### src/rtl/id_ex_stage_pkg.sv
// Shared types for the ID/EX boundary: instruction field positions, ALUOp codes and the control bundle.
package id_ex_stage_pkg;

  localparam int CTRL_W = 8;

  localparam int IR_RD_LO      = 7;
  localparam int IR_RD_HI      = 11;
  localparam int IR_FUNCT3_LO  = 12;
  localparam int IR_FUNCT3_HI  = 14;
  localparam int IR_RS1_LO     = 15;
  localparam int IR_RS1_HI     = 19;
  localparam int IR_RS2_LO     = 20;
  localparam int IR_RS2_HI     = 24;
  localparam int IR_FUNCT7B5   = 30;

  typedef enum logic [1:0] {
    ALUOP_MEM    = 2'b00,
    ALUOP_BRANCH = 2'b01,
    ALUOP_ARITH  = 2'b10
  } aluop_e;

  // Bit order matches the control-unit port order, MSB first.
  typedef struct packed {
    logic       branch;
    logic       memread;
    logic       memtoreg;
    logic       memwrite;
    logic       alusrc;
    logic       regwrite;
    logic [1:0] aluop;
  } ctrl_t;

  function automatic ctrl_t gate_ctrl(input logic valid, input ctrl_t ctrl);
    return valid ? ctrl : '0;
  endfunction

endpackage

### src/rtl/id_ex_stage_load_use_detect.sv
// Combinational load-use hazard check between the load sitting in EX and the instruction in decode.
// Zero latency; no state, no backpressure of its own.
module load_use_detect
  import id_ex_stage_pkg::*;
(
  input  logic       id_valid,
  input  logic [4:0] id_rs1,
  input  logic [4:0] id_rs2,
  input  logic       id_alusrc,
  input  logic       id_memwrite,
  input  logic       ex_valid,
  input  logic       ex_memread,
  input  logic [4:0] ex_rd,
  output logic       luh
);

  logic uses_rs2;
  logic rs1_match;
  logic rs2_match;
  logic ex_is_load;

  // Stores read rs2 even though alusrc selects the immediate.
  assign uses_rs2   = ~id_alusrc | id_memwrite;
  assign rs1_match  = (ex_rd == id_rs1);
  assign rs2_match  = uses_rs2 & (ex_rd == id_rs2);
  assign ex_is_load = ex_valid & ex_memread & (ex_rd != 5'd0);

  assign luh = id_valid & ex_is_load & (rs1_match | rs2_match);

endmodule

### src/rtl/id_ex_stage.sv
// ID/EX pipeline register with load-use bubble insertion, branch flush and a bubble counter.
// Latency 1 cycle; hold freezes the stage, stall_if_id holds upstream on load-use or hold.
module id_ex_stage
  import id_ex_stage_pkg::*;
#(
  parameter int N     = 32,
  parameter int CNT_W = 32
) (
  input  logic             clk,
  input  logic             rst,
  input  logic             id_valid,
  input  logic [N-1:0]     id_instr,
  input  logic             id_branch,
  input  logic             id_memread,
  input  logic             id_memtoreg,
  input  logic             id_memwrite,
  input  logic             id_alusrc,
  input  logic             id_regwrite,
  input  logic [1:0]       id_aluop,
  input  logic [N-1:0]     id_rs1_data,
  input  logic [N-1:0]     id_rs2_data,
  input  logic [N-1:0]     id_imm,
  input  logic [N-1:0]     id_pc,
  input  logic             flush,
  input  logic             hold,
  output logic             ex_valid,
  output logic             ex_branch,
  output logic             ex_memread,
  output logic             ex_memtoreg,
  output logic             ex_memwrite,
  output logic             ex_alusrc,
  output logic             ex_regwrite,
  output logic [1:0]       ex_aluop,
  output logic [N-1:0]     ex_rs1_data,
  output logic [N-1:0]     ex_rs2_data,
  output logic [N-1:0]     ex_imm,
  output logic [N-1:0]     ex_pc,
  output logic [4:0]       ex_rs1,
  output logic [4:0]       ex_rs2,
  output logic [4:0]       ex_rd,
  output logic [2:0]       ex_funct3,
  output logic             ex_funct7b5,
  output logic             stall_if_id,
  output logic [CNT_W-1:0] bubble_cnt
);

  logic [CTRL_W-1:0] id_ctrl_bits;
  ctrl_t             id_ctrl;
  ctrl_t             ex_ctrl;
  logic [4:0]        id_rs1;
  logic [4:0]        id_rs2;
  logic [4:0]        id_rd;
  logic [2:0]        id_funct3;
  logic              id_funct7b5;
  logic              luh;
  logic              bubble;
  logic              unused_instr;

  assign id_ctrl_bits = {id_branch, id_memread, id_memtoreg, id_memwrite,
                         id_alusrc, id_regwrite, id_aluop};
  assign id_ctrl      = ctrl_t'(id_ctrl_bits);

  assign id_rs1      = id_instr[IR_RS1_HI:IR_RS1_LO];
  assign id_rs2      = id_instr[IR_RS2_HI:IR_RS2_LO];
  assign id_rd       = id_instr[IR_RD_HI:IR_RD_LO];
  assign id_funct3   = id_instr[IR_FUNCT3_HI:IR_FUNCT3_LO];
  assign id_funct7b5 = id_instr[IR_FUNCT7B5];

  // Opcode and the rest of funct7 are consumed by the control unit, not here.
  assign unused_instr = ^{id_instr[N-1:31], id_instr[29:25], id_instr[6:0]};

  load_use_detect u_load_use_detect (
    .id_valid    (id_valid),
    .id_rs1      (id_rs1),
    .id_rs2      (id_rs2),
    .id_alusrc   (id_alusrc),
    .id_memwrite (id_memwrite),
    .ex_valid    (ex_valid),
    .ex_memread  (ex_ctrl.memread),
    .ex_rd       (ex_rd),
    .luh         (luh)
  );

  // A flush already kills the dependent instruction, so it must not also stall it.
  assign stall_if_id = (luh & ~flush) | hold;
  assign bubble      = flush | (~hold & luh);

  always_ff @(posedge clk or posedge rst) begin
    if (rst) begin
      ex_valid    <= 1'b0;
      ex_ctrl     <= '0;
      ex_rs1_data <= '0;
      ex_rs2_data <= '0;
      ex_imm      <= '0;
      ex_pc       <= '0;
      ex_rs1      <= '0;
      ex_rs2      <= '0;
      ex_rd       <= '0;
      ex_funct3   <= '0;
      ex_funct7b5 <= 1'b0;
      bubble_cnt  <= '0;
    end else if (bubble) begin
      ex_valid    <= 1'b0;
      ex_ctrl     <= '0;
      ex_rs1_data <= '0;
      ex_rs2_data <= '0;
      ex_imm      <= '0;
      ex_pc       <= '0;
      ex_rs1      <= '0;
      ex_rs2      <= '0;
      ex_rd       <= '0;
      ex_funct3   <= '0;
      ex_funct7b5 <= 1'b0;
      bubble_cnt  <= bubble_cnt + CNT_W'(1);
    end else if (!hold) begin
      ex_valid    <= id_valid;
      ex_ctrl     <= gate_ctrl(id_valid, id_ctrl);
      ex_rs1_data <= id_rs1_data;
      ex_rs2_data <= id_rs2_data;
      ex_imm      <= id_imm;
      ex_pc       <= id_pc;
      ex_rs1      <= id_rs1;
      ex_rs2      <= id_rs2;
      ex_rd       <= id_rd;
      ex_funct3   <= id_funct3;
      ex_funct7b5 <= id_funct7b5;
    end
  end

  assign ex_branch   = ex_ctrl.branch;
  assign ex_memread  = ex_ctrl.memread;
  assign ex_memtoreg = ex_ctrl.memtoreg;
  assign ex_memwrite = ex_ctrl.memwrite;
  assign ex_alusrc   = ex_ctrl.alusrc;
  assign ex_regwrite = ex_ctrl.regwrite;
  assign ex_aluop    = ex_ctrl.aluop;

endmodule

### config.mk
export PLATFORM = sky130hd
export DESIGN_NAME = id_ex_stage
export DESIGN_NICKNAME = d
export VERILOG_FILES = /design/src/rtl/id_ex_stage_pkg.sv /design/src/rtl/id_ex_stage_load_use_detect.sv /design/src/rtl/id_ex_stage.sv
export SDC_FILE = /design/constraint.sdc
export NUM_CORES = 1
export LEC_CHECK = 0
export CAP_MARGIN = 5
export CELL_PAD_IN_SITES_DETAIL_PLACEMENT = 0
export CELL_PAD_IN_SITES_GLOBAL_PLACEMENT = 1
export CORE_ASPECT_RATIO = 1.25
export CORE_MARGIN = 8
export CORE_UTILIZATION = 28
export DETAILED_ROUTE_END_ITERATION = 16
export PLACE_DENSITY_LB_ADDON = 0.05
export SYNTH_ARGS = -nofsm -noshare
export SYNTH_HDL_FRONTEND = slang
export SYNTH_SLANG_ARGS = --single-unit
### constraint.sdc
create_clock -name clk -period 8.1 [get_ports clk]
set_clock_uncertainty 0.2 [all_clocks]
set_input_delay 1.62 -clock clk [delete_from_list [all_inputs] [get_ports clk]]
set_output_delay 1.62 -clock clk [all_outputs]
set_load 0.01 [all_outputs]
==> metrics list <==
- The count of endpoints failing hold in the final timing report is 0.
- Final period demand of the worst path: 5.26 ns
- Die Span X: 167 um
- Total clock buffers created by CTS: 17
- Sinks on Clock Net: 188
- Number of iterations in the first detailed-routing pass: 4
- After Yosys synthesis, and, or, nand and nor cells account for 12.3% of the synthesized area.
- Final worst hold slack: 0.281 ns
* Part of the power in combinational logic: 18.6%
* Clock transition at the register clock pins on the worst setup and hold paths after CTS: 0.08 ns
- Number of port buffers: 348
* Maximum net fanout on the critical path: 3
- Stage delay of the slowest cell on the critical path: 0.55 ns
- In this run the number of H-tree levels came out at 4.
* Maxcap violations: 0
* Upper clock frequency limit: 0.190 GHz
* Antenna violations before repair: 1
- Clock share of power: 35.1%
- After synthesis, the mean cell area works out to 12.1 um2.
- Leakage Power: 0.00550 uW
* Internal power summed over all cells: 1660 uW
- Setup total negative slack: 0 ns
- The first global-routing pass estimated 40.7 mm of wire.
- Dividing total power by cell area gives a power density of 186 mW/mm2.
* Top cells by area, synth: dfrtp_1, mux2i_1, nor2_1, buf_6, xnor2_1
- For the pin with the worst max-slew slack, the measured transition is 0.929 ns.
* Standard cell with the maximum stage delay on the critical path: clkdlybuf4s50_1
* Routed wire length: 26.8 mm
- Startpoint type of the worst setup path: input port
- In the finished design, the share of the clock period the worst path needs comes to 64.9%.
- Sequential element share of the synthesized area: 59.2%
- In this run, distinct cell masters in the synthesized netlist total 31.
* Clk_lat worst skew: 0.44 ns
- The count of nets left with antenna violations once routing finished came out at 0.
- Number of global-route vias before repair: 6336
- The number of gates resized after CTS was 0.
* P&R area growth vs syn: 53.3%
- The path class of the tightest hold or removal check is reg -> reg.
- The root buffer cell chosen for the clock tree is clkbuf_16.
- The library cell used most frequently in the layout, excluding fill and tap cells, is clkdlybuf4s50_1.
- After detailed routing, the average wire length per cell comes to 19.7 um.
* Summed instance area of the synthesized netlist: 0.00795 mm2
- Gr usage total: 15.7%
* Die Area: 0.0341 mm2
- TritonCTS built the clock tree.
- Data on the critical path is required at its endpoint by 6.28 ns.
* Pins Over Slew Limit: 0
- Entering global routing, the biggest net connects 125 pins.
- Of the total synthesized cell area, the portion taken by full adders, half adders and majority gates is 0.157%.
- Yosys synthesis warning count: 0
- Commonest cells after routing, fill and taps aside: clkdlybuf4s50_1, dfrtp_1, nor2_1
- Initial drt markers: 255
- Placeable core region: 0.0281 mm2
- Setup repair after global routing missed its margin: no
- Worst slack, placed: 2.81 ns
* Placement row count: 69
- Initial core utilization: 28.2%
- Portion of total power attributed to sequential cells: 46.3%
- After the last flow step, the layout net total stands at 1166.
- Worst vdd ir: 0.000121 V
- In this design, the critical path's most frequently occurring cell is clkdlybuf4s50_1.
* Switching share of power: 26.9%
- Status: finished clean
- Ratio of routed vias to standard cells: 4.41
- In the routed design, unresolved DRC markers number 0.
* Share of cells above drive strength 1: 4.88%
* Detail Placement HPWL: 19.1 mm
- Setup violation total in the final timing report: 0
* Switching power summed over all nets: 609 uW
- During I/O placement, the number of pins put on the boundary was 362.
- Number of flip-flops and latches in the synthesized netlist: 188
- Worst max-slew margin expressed relative to the limit: 38.0%
- Setup WS post-layout: 2.84 ns
* Post-synth top area cell: dfrtp_1
- Critical-path cell list: clkdlybuf4s50_1 -> xnor2_1 -> nand4_1 -> o22ai_1 -> a21o_1 -> clkdlybuf4s50_1
* Area fraction of the dominant cell type after synthesis: 59.2%
- No sink is reached through more buffers than the 2 on the longest clock path.
- Post-Synthesis Net Count: 833
- Worst EP arrival: 3.44 ns
- Synth Instances: 659
- The synthesized netlist devotes 1.45% of its cell area to compound gates.
* Number of buffers inserted for hold repair after clock tree synthesis: 0
- By area, the combinational part of the netlist is dominated by multiplexers.
- The finished layout holds 1361 standard cells, fillers aside.
- From bottom edge to top edge, the die measures 204 um.
- STA classifies the critical path endpoint as an output port.
- Routability-driven placement congestion ratio: 0.719
- Category of the most critical setup path: in -> out
* Total number of vias: 6005
- After Yosys synthesis, XOR and XNOR cells account for 4.52% of the synthesized area.
- Share of synthesized area spent on multiplexers: 18.5%
- Counting tap cells, the placed design contains a total of 1328 instances.
* Total gr overflow: 0
- Post CTS Setup Buffer Count: 0
==> synthesized netlist by cell type <==
cell type,instances
nor4b_1,4
clkbuf_1,17
nand2_1,14
ha_1,1
o22ai_1,1
buf_2,2
xnor2_1,24
nor2_2,10
nand4_1,11
a22oi_1,8
o2111ai_2,1
and3_1,3
mux2i_1,147
nand3_1,13
xor2_1,17
or4_1,1
buf_1,1
a21oi_2,1
dfrtp_1,188
o21ai_0,1
a21o_1,2
a21oi_1,1
inv_1,4
nor2_1,150
or2_2,1
nor3_1,10
nor4_1,4
buf_6,19
nor2b_1,1
and2_1,1
and4_1,1
==> cell type report <==
class                      instances  area [um2]
timing repair buffer             353        3520
clock inverter                     8        61.3
tap                              355         444
clock buffer                      24         482
sequential                       188        4700
inverter                           4        22.5
antenna                            1        2.50
fill                            2702       16000
multi-input combinational        428        2940
==> per-stage QoR <==
| step | utilization (%) | instance area [um2] | power [uW] |
|---|---|---|---|
| floorplan | - | 7950 | 1240 |
| global placement | 41.3 | 11600 | 1500 |
| detailed placement | 41.3 | 11600 | 1500 |
| CTS | 43.3 | 12200 | 2310 |
| global route | 43.3 | 12200 | 2380 |
| finish | 43.3 | 12200 | 2270 |
==> cell families after synthesis <==
| kind of cell | Yosys count |
|---|---|
| simple gates | 224 |
| flops | 188 |
| mux | 147 |
| buf+inv | 43 |
| xor+xnor | 41 |
| compound gates | 15 |
| fa+ha+maj | 1 |
==> routing by layer <==
metal | track usage (%) | part of all wire, % | up-vias
met5 | 0 | 0 | -
met1 | 18.7 | 41 | 2898
met3 | 5.78 | 7.1 | 25
met4 | 4.90 | 1.6 | 0
met2 | 26.2 | 50 | 201
li1 | - | - | 2881
==> flip-flops by register name, summed over array words and instances, names as in the netlist, 5 cells and up <==
name and cells:
ex_rs1 5, ex_rs2_data 32, ex_imm 32, ex_rs2 5, ex_rs1_data 32, ex_pc 32
ex_rd 5, bubble_cnt 32
==> power by group through the flow <==
stage	clock network, uW	registers, uW	logic (uW)
2_1_floorplan	0	1090	151
3_3_place_gp	0	1070	433
3_5_place_dp	0	1070	431
4_1_cts	831	1050	432
5_1_grt	861	1060	461
6_report	796	1050	421
==> critical path, delay by kind of cell <==
family | cells | cell delay [ns]
XOR/XNOR | 1 | 0.13
AND/OR/NAND/NOR | 1 | 0.11
AO/OA/AOI/OAI | 2 | 0.50
buffers and inverters | 2 | 1.06
==> worst paths after layout <==
kind | slack, ns | startpoint | to | cells past startpoint
setup / recovery | 2.84 | id_instr[21] | stall_if_id | 6
hold / removal | 0.28 | bubble_cnt[31] | bubble_cnt[31] | 1
setup reg to reg | 4.95 | ex_rd[0] | bubble_cnt[10] | 7
hold reg to reg | 0.28 | bubble_cnt[31] | bubble_cnt[31] | 1
max in group asynchronous | 4.63 | rst | ex_rs1_data[6] | 3
min in group asynchronous | 1.60 | rst | bubble_cnt[17] | 2
(Power assumes the default switching activity.)
